**config.mk**
```make
export PLATFORM = sky130hd
export DESIGN_NAME = puf_resp_ctrl
export DESIGN_NICKNAME = d
export VERILOG_FILES = /design/src/rtl/puf_resp_ctrl.sv
export SDC_FILE = /design/constraint.sdc
export NUM_CORES = 1
export LEC_CHECK = 0
export ABC_AREA = 1
export CAP_MARGIN = 0
export CORE_MARGIN = 2
export CORE_UTILIZATION = 51
export CTS_CLUSTER_SIZE = 8
export DETAILED_ROUTE_END_ITERATION = 10
export PLACE_DENSITY = 0.79
export SYNTH_ARGS = -nofsm -noshare
export SYNTH_HDL_FRONTEND = slang
export SYNTH_SLANG_ARGS = --single-unit
```
**constraint.sdc**
```tcl
create_clock -name clk -period 1.7 [get_ports clk]
set_input_delay 0.17 -clock clk [delete_from_list [all_inputs] [get_ports clk]]
set_output_delay 0.17 -clock clk [all_outputs]
set_load 0.02 [all_outputs]
```
**src/rtl/puf_resp_ctrl.sv**
```systemverilog
// rtl/puf_resp_ctrl.sv - ring-oscillator PUF response controller, 8 challenges per response byte
// Each bit: clear counters, run both oscillator banks for WINDOW cycles, settle, then compare.
module puf_resp_ctrl #(
    parameter int WINDOW = 1024,
    parameter int SETTLE = 4,
    parameter int MARGIN = 8
) (
    input  logic        clk,
    input  logic        rst_n,
    input  logic        start,
    input  logic [3:0]  base_chal,
    input  logic [15:0] count_a,
    input  logic [15:0] count_b,
    output logic        ro_en,
    output logic        ro_clr,
    output logic [3:0]  ro_sel,
    output logic        busy,
    output logic [7:0]  resp,
    output logic [7:0]  resp_mask,
    output logic        resp_valid,
    input  logic        resp_ready
);

    typedef enum logic [2:0] {
        S_IDLE,
        S_CLEAR,
        S_RUN,
        S_SETTLE,
        S_CMP,
        S_DONE
    } state_t;

    state_t      state, state_next;
    logic [15:0] cnt;
    logic [2:0]  idx;
    logic [3:0]  sel;
    logic [16:0] diff;
    logic        cmp_bit;
    logic        cmp_unstable;
    logic        last_run;
    logic        last_settle;

    assign last_run    = (cnt == 16'(WINDOW - 1));
    assign last_settle = (cnt == 16'(SETTLE - 1));

    // 17-bit absolute difference so the full 16-bit range never overflows
    assign diff = (count_a >= count_b) ? ({1'b0, count_a} - {1'b0, count_b})
                                       : ({1'b0, count_b} - {1'b0, count_a});
    assign cmp_bit      = (count_a > count_b);
    assign cmp_unstable = (diff < 17'(MARGIN));

    always_ff @(posedge clk or negedge rst_n) begin
        if (!rst_n) begin
            state <= S_IDLE;
        end else begin
            state <= state_next;
        end
    end

    always_comb begin
        state_next = state;
        ro_en      = 1'b0;
        ro_clr     = 1'b0;
        busy       = 1'b1;
        resp_valid = 1'b0;
        case (state)
            S_IDLE: begin
                busy = 1'b0;
                if (start) state_next = S_CLEAR;
            end
            S_CLEAR: begin
                ro_clr     = 1'b1;
                state_next = S_RUN;
            end
            S_RUN: begin
                ro_en = 1'b1;
                if (last_run) state_next = S_SETTLE;
            end
            S_SETTLE: begin
                if (last_settle) state_next = S_CMP;
            end
            S_CMP: begin
                state_next = (idx == 3'd7) ? S_DONE : S_CLEAR;
            end
            S_DONE: begin
                resp_valid = 1'b1;
                if (resp_ready) state_next = S_IDLE;
            end
            default: begin
                state_next = S_IDLE;
            end
        endcase
    end

    always_ff @(posedge clk or negedge rst_n) begin
        if (!rst_n) begin
            cnt       <= 16'd0;
            idx       <= 3'd0;
            sel       <= 4'd0;
            resp      <= 8'd0;
            resp_mask <= 8'd0;
        end else begin
            if (state_next != state) begin
                cnt <= 16'd0;
            end else if (state == S_RUN || state == S_SETTLE) begin
                cnt <= cnt + 16'd1;
            end
            case (state)
                S_IDLE: begin
                    if (start) begin
                        sel       <= base_chal;
                        idx       <= 3'd0;
                        resp      <= 8'd0;
                        resp_mask <= 8'd0;
                    end
                end
                S_CMP: begin
                    resp[idx]      <= cmp_bit;
                    resp_mask[idx] <= cmp_unstable;
                    if (idx != 3'd7) begin
                        idx <= idx + 3'd1;
                        sel <= sel + 4'd1;
                    end
                end
                default: begin
                end
            endcase
        end
    end

    assign ro_sel = sel;

endmodule

```
==> results of run 1 <==
==> final cells by class <==
type,count,area (µm²)
Timing Repair Buffer,207,1749
Fill cell,370,870.8
Inverter,150,594.3
Tap cell,105,131.4
Multi-Input combinational cell,521,3787
Sequential cell,42,1054
Clock inverter,1,30.03
Clock buffer,6,82.58
==> repair_timing <==
action	in CTS	in global routing
pin swaps	86	41
hold buffers	1	0
resized for setup	348	80
gates cloned	1	1
setup endpoints to repair	36	41
buffers inserted	29	6
hold endpoints to repair	42	0
==> power breakdown <==
part	total [mW]	internal [mW]	leakage [nW]	switching (mW)
clock	0.829	0.470	0.0573	0.358
sequential	1.19	1.09	0.572	0.104
combinational	3.56	1.48	3.21	2.08
==> worst max-delay path, cell delays in order, from the launching register on <==
cell	delay [ns]
dfrtp_1	0.40
ha_2	0.25
nand3_2	0.11
nor2_2	0.16
inv_2	0.08
o211ai_4	0.28
xor2_4	0.27
nand3_4	0.14
buf_6	0.17
o21ai_2	0.11
==> worst min path at each step <==
stage	from	endpoint	slack, ns	cells after the start
after floorplan	rst_n	cnt[0]$_DFFE_PN0P_	-0.13	0
after global placement	rst_n	cnt[12]$_DFFE_PN0P_	0.26	2
after detailed placement	rst_n	cnt[12]$_DFFE_PN0P_	0.27	2
after CTS	base_chal[1]	ro_sel[1]$_DFFE_PN0P_	0.47	3
after global routing	base_chal[1]	ro_sel[1]$_DFFE_PN0P_	0.47	3
final	base_chal[1]	ro_sel[1]$_DFFE_PN0P_	0.47	3
==> kinds of logic after synthesis <==
logic type / Yosys count / share of synthesized area, %
and+or+nand+nor: 401 / 38.78
adders and majority gates: 36 / 10.18
DFF: 42 / 23.74
AOI/OAI and AO/OA: 64 / 9.554
buffers and inverters: 158 / 13.82
xor gates and xnor gates: 19 / 3.929
==> per-layer routing <==
layer,up-vias,wire length (µm),global-route usage [%],part of all wire (%)
met5,-,0,0,0
met4,0,846,10.18,4.8
met3,115,1517,4.820,8.6
met2,382,8629,56.20,49
met1,2738,6551,41.00,37
li1,2661,-,-,-
==> state kept, by name (all words and copies together), names as in the netlist <==
name	cells
resp_mask	8
ro_sel	4
state	3
cnt	16
idx	3
resp	8
==> layout by cell type, fill, tap and decap left out, types with 3 or more instances in the layout <==
master           instances
buf_4                  128
nor3_4                   3
xor2_1                  16
inv_2                   31
o21ai_0                  8
buf_8                    3
nor2_1                  34
ha_4                    24
nand2_2                 58
a21oi_2                 13
ha_2                     6
buf_12                   3
nor3_1                  10
o21ai_1                  4
buf_6                   27
dfrtp_1                 40
inv_1                  108
nand3_1                 31
nor2_2                  14
nand3_4                  4
a32o_1                   8
clkbuf_8                 6
ha_1                     6
buf_2                   15
nand3_2                 19
inv_4                    8
nand2_4                 18
clkdlybuf4s50_1         26
nand4_1                 22
nand2_1                165
nor2_4                  18
a21oi_1                  8
o21ai_2                 13
==> metrics by stage <==
step | setup TNS (ns) | hold slack [ns] | power, mW | area, µm²
2_1_floorplan | -1.957 | -0.1256 | 2.720 | 4676
3_3_place_gp | -12.67 | 0.2634 | 3.702 | 6167
3_5_place_dp | -15.28 | 0.2711 | 3.778 | 6167
4_1_cts | -2.684 | 0.4715 | 5.007 | 7086
5_1_grt | -8.832 | 0.4670 | 5.868 | 7428
6_report | -7.147 | 0.4713 | 5.581 | 7428
==> results.txt, run 1 <==
Hold WC Path Type = primary input to register
Setup slack, reg-to-reg = -0.34 ns
Worst slew pin tran = 0.5629 ns
P_leak = 3.836 nW
Clk_skew = 0.01477 ns
Critical path destination = cnt[13]$_DFFE_PN0P_
Antenna violations before repair = 0
RSZ-0062 raised after global routing = true
Area grow syn2layout = 67.81%
Status = finished with violations
Final core occ = 89.51%
Max cap viols = 0
Startpoint types = register
Hold Vio Cnt, Final = 0
Fin cells = 1,032
Fin crit share = 120.2%
Failing checks = setup timing
Syn Area/Cell = 6.148 µm²
Crit path required time = 1.92 ns
Peak supply drop = 0.0005541 V
Crit path DAT = 2.27 ns
Largest area contributor in the netlist = dfrtp_1
Clock transition at path regs = 0.08 ns
WL/cell = 17.00 µm
I/O pins = 64
Slew Limit Fails = 0
DR vias/cell = 5.713
Final critical-path required period = 2.043 ns
Drt total wl = 17,550 µm
Fmax = 0.4894 GHz
Crit. End Element = register
Largest net degree at the start of global routing = 43
Top_reg_cell synth = dfrtp_1
Yosys cell types = 35
H-tree levels = 2
Core area = 8299 µm²
Number of setup violations in the final report = 26
Relative slew slack = 62.47%
Worst-Skew Late Latency = 0.31 ns
Power Dens Cells = 751.4 nW/µm²
Final nets = 1,003
Clock sink count = 42
Async set-reset flop share out of synthesis = 100.0%
Clk buf depth = 2
GRT overflow = 0
Reg2reg start = cnt[1]$_DFFE_PN0P_
DP Wirelength = 10,340 µm
Num CTS Buffers = 5
I/O Buffers = 63
Most common cell in the synthesized netlist = nand2_1
Max Fanout on Critical Path = 6
Most instantiated cells after synthesis = 239 x nand2_1, 143 x inv_1, 59 x nor2_1, 50 x nand3_1, 42 x dfrtp_1
Post-Syn Area = 4427 µm²
First-pass GRT wire length = 25,620 µm
Worst r2r dst = cnt[13]$_DFFE_PN0P_
Setup slack at placement = -0.8807 ns
Starting Density = 53.34%
Dpl cells = 988
Vias = 5,896
ANT cells = 0
Overall Global Routing Usage = 32.23%
Drt drc = 0
Launch point of the worst path = cnt[1]$_DFFE_PN0P_
CTS tree = built
Die W = 97.17 µm
Synth Register Bits = 42
Post-Syn Nets = 796
DRT Pass-1 Iters = 6
Number of global-route vias before repair = 5,613
Worst Slack Setup Final = -0.3432 ns
Post-synthesis sequential area ratio = 23.74%
Row cnt = 33
Total die area = 9441 µm²
Post-synth EDFFs = 0
Share of the synthesized area in the top cell type = 23.74%
DRT iter0 DRCs = 594
Type of the worst setup path = register to register
Die height = 97.17 µm
Root buffer cell = clkbuf_8
Synth area leaders = dfrtp_1 24%, nand2_1 20%, inv_1 12%, ha_1 10%, nand3_1 5.7%
Yosys warns = 0
Share of cells above drive strength 1 = 45.95%
GP Congestion = 0.9775
R2R cell count = 9
Synth Instances = 720
ANT nets after route = 0
(Power assumes the default switching activity.)
==> inputs of run 2 (changes only) <==
- CORE_UTILIZATION: 51 -> 30
- MAX_ROUTING_LAYER: not set -> met4
- PLACE_DENSITY: 0.79 -> not set
==> run 2 against run 1 <==
The flow still finishes with violations (setup timing). Worst hold slack worse by 0.0049 ns. Setup slack improved by 0.18 ns. Global-route usage is 14 points lower. Non-clock buffer count rose by 1. Combinational power fell by 3%. Sequential share of layout area down 0.28 points. Core utilization fell by 37 points. Critical path depth up 2. Count of clock-buffer cells in the layout fell by 1. Cell count up 7.8%. Maximum frequency is 9.6% higher. Largest cell class unchanged. Largest power group unchanged.
==> results.txt, run 2 (synthesis results as in run 1) <==
Status = finished with violations
Failing checks = setup timing
Largest net degree at the start of global routing = 43
Total die area = 15,740 µm²
DR vias/cell = 4.633
Drt drc = 0
Fin crit share = 109.6%
Max cap viols = 0
Dpl cells = 1,070
Commonest non-fill, non-tap cell in the layout = nand2_1
Peak supply drop = 0.0004646 V
Setup slack at placement = -0.8852 ns
Worst-Skew Late Latency = 0.29 ns
First-pass GRT wire length = 22,870 µm
Most frequent cells in the layout = 166 x nand2_1, 116 x buf_4, 109 x inv_1, 48 x nand2_2, 40 x dfrtp_1
Clock network fraction of total power = 17.3%
Setup TNS = -2.541 ns
Clock sink count = 42
Area grow syn2layout = 71.20%
Seq pwr share = 21.4%
I/O Buffers = 63
Worst slew pin tran = 0.5408 ns
Die height = 125.5 µm
Top Registers = cnt x16, resp x8, resp_mask x8
Most flops, register = cnt
DRT Pass-1 Iters = 5
Number of flip-flops in the largest register = 16
Switching Share = 42.33%
Clk_skew = 0.005350 ns
Number of global-route vias before repair = 5,050
Final nets = 1,004
Fin cells = 1,113
Num CTS Buffers = 5
I/O pins = 64
Relative slew slack = 63.94%
Worst Slack Setup Final = -0.1639 ns
Hold Path Depth = 3
DRT iter0 DRCs = 263
Type of the worst setup path = register to register
Core area = 14,480 µm²
Crit path required time = 1.93 ns
CTS tree = built
Final core occ = 52.34%
ANT nets after route = 0
Internal power = 3.232 mW
Combinational Power Share = 61.3%
Share of cells above drive strength 1 = 45.32%
Max Fanout on Critical Path = 7
Vias = 5,157
Crit path DAT = 2.09 ns
Total Power = 5.604 mW
Hold Vio Cnt, Final = 0
ANT cells = 0
H-tree levels = 2
Number of setup violations in the final report = 24
Slew Limit Fails = 0
Clk buf depth = 2
Fill count = 1,374
R2R cell count = 11
RSZ-0062 raised after global routing = true
Row cnt = 44
Sw power = 2.372 mW
Power Dens Cells = 739.5 nW/µm²
Finished Cell Area = 7579 µm²
Crit. End Element = register
Antenna violations before repair = 0
Drt total wl = 13,610 µm
Overall Global Routing Usage = 17.83%
GP Congestion = 0.9047
WL/cell = 12.22 µm
Final hold slack = 0.4664 ns
Final critical-path required period = 1.864 ns
P_leak = 3.890 nW
Placed Area = 6301 µm²
Hold WC Path Type = primary input to register
Clock transition at path regs = 0.07 ns
Die W = 125.5 µm
Starting Density = 30.57%
Fmax = 0.5365 GHz
Root buffer cell = clkbuf_16
Startpoint types = register
DP Wirelength = 9995 µm
GRT overflow = 0
run 2: cell count changes in the layout (fill, tap and decap cells not counted), moves of 3 or more:
cell,before,now
buf_2,15,18
buf_4,128,116
buf_6,27,36
clkbuf_16,0,5
clkbuf_8,6,0
ha_4,24,20
inv_2,31,28
nand2_2,58,48
nand2_4,18,26
nor2_1,34,38
nor2_2,14,9
run 2: final cells by class:
cell class,instances,area [µm²],area share [%]
clock buffers,5,125.1,1.651
clock inverters,3,21.27,0.2807
flip-flops and latches,42,1054,13.90
repair buffers,208,1790,23.63
multi-input cells,521,3762,49.65
inverters,150,595.6,7.859
well taps,184,230.2,3.038
run 2: critical path: stages (launching register included):
cell and delay, ns:
dfrtp_2 0.45, buf_6 0.13, nor2_4 0.08, nand2_2 0.08, inv_4 0.06, nand4_1 0.13, o211ai_4 0.23, xor2_2 0.18
buf_4 0.15, buf_6 0.13, nand2_4 0.08, nor2_4 0.10
run 2: repair_timing:
item,CTS,global route
setup buffers,22,11
endpoints found under the setup margin,36,38
hold endpoints to repair,42,0
pin swaps,76,82
gates cloned,1,0
hold buffers,1,0
gates resized for setup,315,115
run 2: worst paths after layout:
kind                                     start                    end  slack (ns)
min reg2reg                resp[7]$_DFFE_PN0P_    resp[7]$_DFFE_PN0P_        0.49
min                               base_chal[1]  ro_sel[1]$_DFFE_PN0P_        0.47
max reg2reg                 state[2]$_DFF_PN0_     cnt[8]$_DFFE_PN0P_       -0.16
max in group asynchronous                rst_n     state[2]$_DFF_PN0_        0.83
max                         state[2]$_DFF_PN0_     cnt[8]$_DFFE_PN0P_       -0.16
min in group asynchronous                rst_n     cnt[2]$_DFFE_PN0P_        0.48
run 2: power by group through the flow:
stage	registers (mW)	clock network, mW	logic, mW
floorplan	1.24	0	1.48
global placement	1.19	0	2.58
detailed placement	1.20	0	2.60
CTS	1.19	0.999	3.21
global route	1.21	1.04	3.75
finish	1.20	0.972	3.44
run 2: layer usage:
| metal | routed length (µm) | vias to the layer above | GRT usage, % | share of wire [%] |
|---|---|---|---|---|
| li1 | - | 2665 | - | - |
| met1 | 6526 | 2392 | 23.41 | 48 |
| met2 | 6534 | 87 | 29.06 | 48 |
| met3 | 375 | 13 | 2.610 | 2.8 |
| met4 | 170 | 0 | 4.183 | 1.2 |
| met5 | 0 | - | - | 0 |
